**src/rtl/ps2_key_decoder.sv**
```systemverilog
// PS/2 set-2 scan byte decoder: synchronizes the receiver strobe, tracks break/extended
// prefixes and shift state, and queues ASCII characters in a first-word-fall-through FIFO.
package gc;
  localparam int WORD_SIZE = 16;
endpackage

module ps2_key_decoder #(
  parameter int WORD_SIZE  = gc::WORD_SIZE,
  parameter int FIFO_DEPTH = 8
) (
  input  logic                          clk,
  input  logic                          resetN,
  input  logic [7:0]                    scanCode,
  input  logic                          scanValid,
  input  logic                          scanError,
  input  logic                          rdReady,
  input  logic                          clrOverflow,
  output logic [WORD_SIZE-1:0]          rdData,
  output logic                          rdValid,
  output logic [$clog2(FIFO_DEPTH):0]   count,
  output logic                          overflow,
  output logic                          shiftActive,
  output logic [7:0]                    errCount
);

  localparam int AW = $clog2(FIFO_DEPTH);
  localparam logic [AW:0] FULL = (AW+1)'(FIFO_DEPTH);

  typedef enum logic [1:0] {IDLE, BRK, EXT, EXTBRK} state_e;

  state_e          state_q, state_d;
  logic            sync1_q, sync2_q, sync3_q;
  logic            shift_l_q, shift_l_d, shift_r_q, shift_r_d;
  logic            push_q, push_d;
  logic [7:0]      char_q, char_d;
  logic [7:0]      err_cnt_q, err_cnt_d;
  logic            ovf_q, ovf_d;
  logic [AW-1:0]   wptr_q, rptr_q;
  logic [AW:0]     count_q, count_d;
  logic [7:0]      mem [FIFO_DEPTH];
  logic            accept, pop, push_ok, drop;
  logic [7:0]      ascii;

  function automatic logic [7:0] xlate(input logic [7:0] code, input logic shift);
    logic [7:0] lower;
    logic [7:0] digit_sh;
    lower    = 8'h00;
    digit_sh = 8'h00;
    case (code)
      8'h1C: lower = "a";  8'h32: lower = "b";  8'h21: lower = "c";  8'h23: lower = "d";
      8'h24: lower = "e";  8'h2B: lower = "f";  8'h34: lower = "g";  8'h33: lower = "h";
      8'h43: lower = "i";  8'h3B: lower = "j";  8'h42: lower = "k";  8'h4B: lower = "l";
      8'h3A: lower = "m";  8'h31: lower = "n";  8'h44: lower = "o";  8'h4D: lower = "p";
      8'h15: lower = "q";  8'h2D: lower = "r";  8'h1B: lower = "s";  8'h2C: lower = "t";
      8'h3C: lower = "u";  8'h2A: lower = "v";  8'h1D: lower = "w";  8'h22: lower = "x";
      8'h35: lower = "y";  8'h1A: lower = "z";
      8'h45: begin lower = "0"; digit_sh = ")"; end
      8'h16: begin lower = "1"; digit_sh = "!"; end
      8'h1E: begin lower = "2"; digit_sh = "@"; end
      8'h26: begin lower = "3"; digit_sh = "#"; end
      8'h25: begin lower = "4"; digit_sh = "$"; end
      8'h2E: begin lower = "5"; digit_sh = "%"; end
      8'h36: begin lower = "6"; digit_sh = "^"; end
      8'h3D: begin lower = "7"; digit_sh = "&"; end
      8'h3E: begin lower = "8"; digit_sh = "*"; end
      8'h46: begin lower = "9"; digit_sh = "("; end
      8'h29: lower = 8'h20;
      8'h5A: lower = 8'h0D;
      8'h66: lower = 8'h08;
      default: lower = 8'h00;
    endcase
    if (shift && digit_sh != 8'h00)                  return digit_sh;
    else if (shift && lower >= "a" && lower <= "z") return lower - 8'h20;
    else                                            return lower;
  endfunction

  assign accept      = sync2_q & ~sync3_q;
  assign shiftActive = shift_l_q | shift_r_q;
  assign ascii       = xlate(scanCode, shiftActive);

  // NOTE: every variable written here gets a default first so no latch is inferred.
  always_comb begin
    state_d   = state_q;
    shift_l_d = shift_l_q;
    shift_r_d = shift_r_q;
    push_d    = 1'b0;
    char_d    = 8'h00;
    err_cnt_d = err_cnt_q;
    if (accept) begin
      if (scanError) begin
        state_d = IDLE;
        if (err_cnt_q != 8'hFF) err_cnt_d = err_cnt_q + 8'd1;
      end else begin
        case (state_q)
          IDLE: begin
            case (scanCode)
              8'hF0:   state_d = BRK;
              8'hE0:   state_d = EXT;
              8'h12:   shift_l_d = 1'b1;
              8'h59:   shift_r_d = 1'b1;
              default: begin
                push_d = (ascii != 8'h00);
                char_d = ascii;
              end
            endcase
          end
          BRK: begin
            if (scanCode == 8'h12) shift_l_d = 1'b0;
            if (scanCode == 8'h59) shift_r_d = 1'b0;
            state_d = IDLE;
          end
          EXT:     state_d = (scanCode == 8'hF0) ? EXTBRK : IDLE;
          default: state_d = IDLE;
        endcase
      end
    end
  end

  assign rdValid  = (count_q != '0);
  assign pop      = rdReady & rdValid;
  assign push_ok  = push_q & ((count_q != FULL) | pop);
  assign drop     = push_q & (count_q == FULL) & ~pop;
  assign ovf_d    = drop | (ovf_q & ~clrOverflow);
  assign rdData   = rdValid ? WORD_SIZE'(mem[rptr_q]) : '0;
  assign count    = count_q;
  assign overflow = ovf_q;
  assign errCount = err_cnt_q;

  always_comb begin
    count_d = count_q;
    case ({push_ok, pop})
      2'b10:   count_d = count_q + 1'b1;
      2'b01:   count_d = count_q - 1'b1;
      default: count_d = count_q;
    endcase
  end

  // NOTE: sequential state uses non-blocking assignments so every flop samples pre-edge values.
  always_ff @(posedge clk or negedge resetN) begin
    if (!resetN) begin
      state_q   <= IDLE;
      sync1_q   <= 1'b0;
      sync2_q   <= 1'b0;
      sync3_q   <= 1'b0;
      shift_l_q <= 1'b0;
      shift_r_q <= 1'b0;
      push_q    <= 1'b0;
      char_q    <= 8'h00;
      err_cnt_q <= 8'h00;
      ovf_q     <= 1'b0;
      wptr_q    <= '0;
      rptr_q    <= '0;
      count_q   <= '0;
    end else begin
      state_q   <= state_d;
      sync1_q   <= scanValid;
      sync2_q   <= sync1_q;
      sync3_q   <= sync2_q;
      shift_l_q <= shift_l_d;
      shift_r_q <= shift_r_d;
      push_q    <= push_d;
      char_q    <= char_d;
      err_cnt_q <= err_cnt_d;
      ovf_q     <= ovf_d;
      count_q   <= count_d;
      if (push_ok) wptr_q <= wptr_q + 1'b1;
      if (pop)     rptr_q <= rptr_q + 1'b1;
    end
  end

  // NOTE: storage is not reset; an empty count masks stale entries from rdData.
  always_ff @(posedge clk) begin
    if (push_ok) mem[wptr_q] <= char_q;
  end

endmodule

```
**config.mk**
```make
export PLATFORM = sky130hd
export DESIGN_NAME = ps2_key_decoder
export DESIGN_NICKNAME = d
export VERILOG_FILES = /design/src/rtl/ps2_key_decoder.sv
export SDC_FILE = /design/constraint.sdc
export NUM_CORES = 1
export LEC_CHECK = 0
export CAP_MARGIN = 40
export CORE_ASPECT_RATIO = 0.8
export CORE_MARGIN = 2
export CORE_UTILIZATION = 55
export DETAILED_ROUTE_END_ITERATION = 8
export GPL_ROUTABILITY_DRIVEN = 1
export PLACE_DENSITY = 0.84
export SYNTH_ARGS = -nofsm -noshare
export SYNTH_HDL_FRONTEND = slang
export SYNTH_SLANG_ARGS = --single-unit
export TNS_END_PERCENT = 20
```
**constraint.sdc**
```tcl
create_clock -name clk -period 2.8 [get_ports clk]
set_input_delay 0.56 -clock clk [delete_from_list [all_inputs] [get_ports clk]]
set_output_delay 0.56 -clock clk [all_outputs]
set_load 0.005 [all_outputs]
```
==> impl_results.md, run 1 <==
- CP Launch Type: input pin
- Share of cells above drive strength 1: 0.2807
- Hold Buf Count CTS: 0
- Number of enable flip-flop cells after synthesis: 64
- GP Congestion: 1.021
- Overall power: 4.851 mW
- Critical Path Start: scanCode[4]
- Post-Synth Adder-Cell Area: 0.02114
- Largest net degree at the start of global routing: 36
- Most common cell type on the critical path: buf_4
- Psw: 1.519 mW
- Worst setup margin: 0.02656 ns
- Synthesized area per cell: 12.66 µm²
- # fillers: 581
- Most frequent cells in the layout: buf_4, edfxtp_1, nor2_1
- Root Buffer: clkbuf_16
- Slowest-stage cell, CP: clkdlybuf4s50_1
- Final #Nets: 530
- Crit-path max cell delay: 0.48 ns
- Routed wl met3: 1.457 mm
- Internal Power: 3.332 mW
- Layout area overhead: 26.76%
- Crit share post-route: 0.9905
- Xor-xnor portion of the synthesized cell area: 0.03097
- Power share of the sequential group: 0.395
- Num ports: 45
- Reg2reg end: count[3]$_DFFE_PN0P_
- TritonCTS clock tree: built
- WP data required: 3.01 ns
- Drt wl/cell: 23.36 µm
- Multiplexer share of the synthesized area: 0.09880
- Sequential fraction of the synthesis area: 0.5495
- Number of placed instances, taps included: 611
- Routed vias/inst: 6.419
- Synthesized cell area: 5091 µm²
- Fraction of registers with async set/reset: 0.3535
- Highest Signal Layer: met4
- Die width: 111.6 µm
- Max Root-Sink Buffers: 2
- Distinct cells, synth: 74
- Status: finished, final reports clean
- Dpl ws: -0.2392 ns
- Reg2reg start: count[0]$_DFFE_PN0P_
- Port buffer count: 36
- Die Y: 90.06 µm
- Synth Flop Type: edfxtp_1
- Peak fanout along the critical path: 10
- Hold wc startpoint: sync1_q$_DFF_PN0_
- FF+latch count, synth: 99
- Worst-path clk slew: 0.07 ns
- CP arrival: 2.98 ns
- Vias in the first global route: 3868
- Worst-Margin Slew: 0.5973 ns
- Initial core utilization: 0.5633
- WL met2: 6.895 mm
- Setup repair after global routing missed its margin: yes
- Reg2reg setup slack: 0.20 ns
- Initial DRC Count: 604
- Max Slew Vio Count: 0
- Combinational share of power: 0.312
- Drt drc: 0
- Hold Path Cell Cnt: 0
- Tmin final: 2.773 ns
- Row count: 31
- Path depth of the worst reg2reg path: 11
- Kind of critical path: input pin to register
- Drt pass-1 iters: 7
- Relative slew slack: 0.6018
- Final ANT Viol Nets: 0
- Dominant combinational cell family by area after synthesis: simple AND/OR/NAND/NOR gates
- Register area: 2799 µm²
- Compound-cell area share of the yosys netlist: 0.08651
- Final setup viols: 0
- Clock group share of total power: 0.294
- H-tree depth: 3
- Mapped Cells: 402
- CP Cell Sequence: clkdlybuf4s50_1 -> buf_12 -> buf_4 -> a31oi_1 -> a2bb2oi_2 -> and4_4 -> nand4_4 -> buf_4 -> o41ai_4 -> o41ai_2
- Clk_lat worst skew: 0.36 ns
- Most common cell after layout, fill and taps aside: buf_4
- YS warnings: 0
- Area occupied by multi-input gates: 2123 µm²
- Grt ovf: 0
- Sink Count: 99
- Num CTS Buffers: 9
- Maximum clock rate: 0.3606 GHz
- Synth area leaders: edfxtp_1, dfrtp_1, mux4_2
- HP Class: register to register
- Setup TNS: 0 ns
- Met1 Wirelength: 5.385 mm
- Die area: 10050 µm²
- Worst Setup End Kind: register
- Power Density: 751.7 nW/µm²
- Max Cap Viol: 0
- Synth Area in Simple Gates: 0.1642
- Post-detail-place hpwl: 9.212 mm
- Worst Clk Skew: 0.01081 ns
- Via Count: 4031
- Total Wirelength: 14.67 mm
- Yosys top cell area share: 0.3775
- WHS Endpoint: sync2_q$_DFF_PN0_
- Area of the core: 9037 µm²
- Net Sw Frac: 0.3131
- Pleak: 2.469 nW
- Max VDD drop: 877.5 µV
- Total GRT Usage: 0.2908
- Initial antenna violation count: 0
- Yosys top cell by area: edfxtp_1
- Antenna Cells: 0
- Final std cells w/o fill: 628
- Final count of hold timing violations: 0
- First-pass GRT wire length: 21.82 mm
[critical path, delay by kind of cell]
| family | cells | cell delay [ns] |
|---|---|---|
| simple gates | 2 | 0.33 |
| compound gates | 4 | 1.10 |
| buf+inv | 4 | 0.98 |
[cells by family after synthesis]
family / count (synthesis)
AO/OA/AOI/OAI: 56
buffers and inverters: 40
AND/OR/NAND/NOR: 150
multiplexers: 30
other: 1
adder cells (fa/ha/maj): 8
flip-flops: 99
XOR/XNOR: 18
[final cells by class]
type                    instances  share of cell area
flip-flops and latches         99              0.4337
multi-input cells             270              0.3290
repair buffers                115              0.1545
clock buffers                   9             0.03490
well taps                     115             0.02230
clock inverters                 7             0.01803
inverters                      13            0.007561
[power by group through the flow]
stage	clock, mW	combinational, mW	sequential, mW
finish	1.43	1.51	1.91
global route	1.47	1.61	1.93
CTS	1.43	1.50	1.90
detailed placement	0	1.44	1.92
global placement	0	1.34	1.91
floorplan	0	0.841	1.82
[registers in the layout, indices dropped and copies added (netlist names)]
| name | cells |
|---|---|
| push_q | 1 |
| rptr_q | 3 |
| mem | 64 |
| char_q | 8 |
| sync1_q | 1 |
| sync2_q | 1 |
| shift_r_q | 1 |
| state_q | 2 |
| count | 4 |
| sync3_q | 1 |
| errCount | 8 |
| wptr_q | 3 |
| overflow | 1 |
| shift_l_q | 1 |
[Yosys cell counts (3+ instances only)]
library cell,n
dfrtp_1,35
nor4_1,3
nand2b_1,10
a22oi_1,4
mux2i_1,12
nor2_1,43
mux4_2,16
clkbuf_1,3
nor3_1,8
a21oi_1,9
inv_1,13
xnor2_1,9
nand2_1,40
buf_6,4
edfxtp_1,64
nor2b_1,6
buf_2,5
xor2_1,9
o21ai_0,11
buf_4,9
ha_1,7
o22ai_1,6
nand3_1,4
nand4_1,6
[routing by layer]
metal | vias up | global-route usage
met1 | 1927 | 0.3614
li1 | 1690 | -
met2 | 323 | 0.4685
met3 | 91 | 0.07350
met4 | 0 | 0.1626
met5 | - | 0
[worst max path at each step]
stage	to	slack, ns	cells past startpoint
floorplan	count[3]$_DFFE_PN0P_	0.26	9
global placement	push_q$_DFF_PN0_	-0.19	10
detailed placement	push_q$_DFF_PN0_	-0.24	10
CTS	rdData[0]	0.006	5
global route	char_q[6]$_DFF_PN0_	-0.16	10
finish	push_q$_DFF_PN0_	0.03	10
[metrics by stage]
stage / instance area [µm²] / utilization / hold WS [ns]
6_report: 6454 / 0.7141 / 0.3517
5_1_grt: 6454 / 0.7141 / 0.3513
4_1_cts: 6394 / 0.7075 / 0.3508
3_5_place_dp: 6048 / 0.6693 / 0.3355
3_3_place_gp: 6048 / 0.6693 / 0.3338
2_1_floorplan: 5117 / - / 0.2644
[repair_timing]
item | CTS | global route
resized for setup | 3 | 10
gates cloned | 0 | 0
pin swaps | 0 | 2
endpoints found under the setup margin | 8 | 6
buffers inserted | 0 | 1
Power figures use the tool's default switching activity.
==> inputs of run 2 (changes only) <==
Settings changed: SLEW_MARGIN from default to 10.
==> results of run 2 <==
Final layout, timing and power as in run 1 (identical DEF).
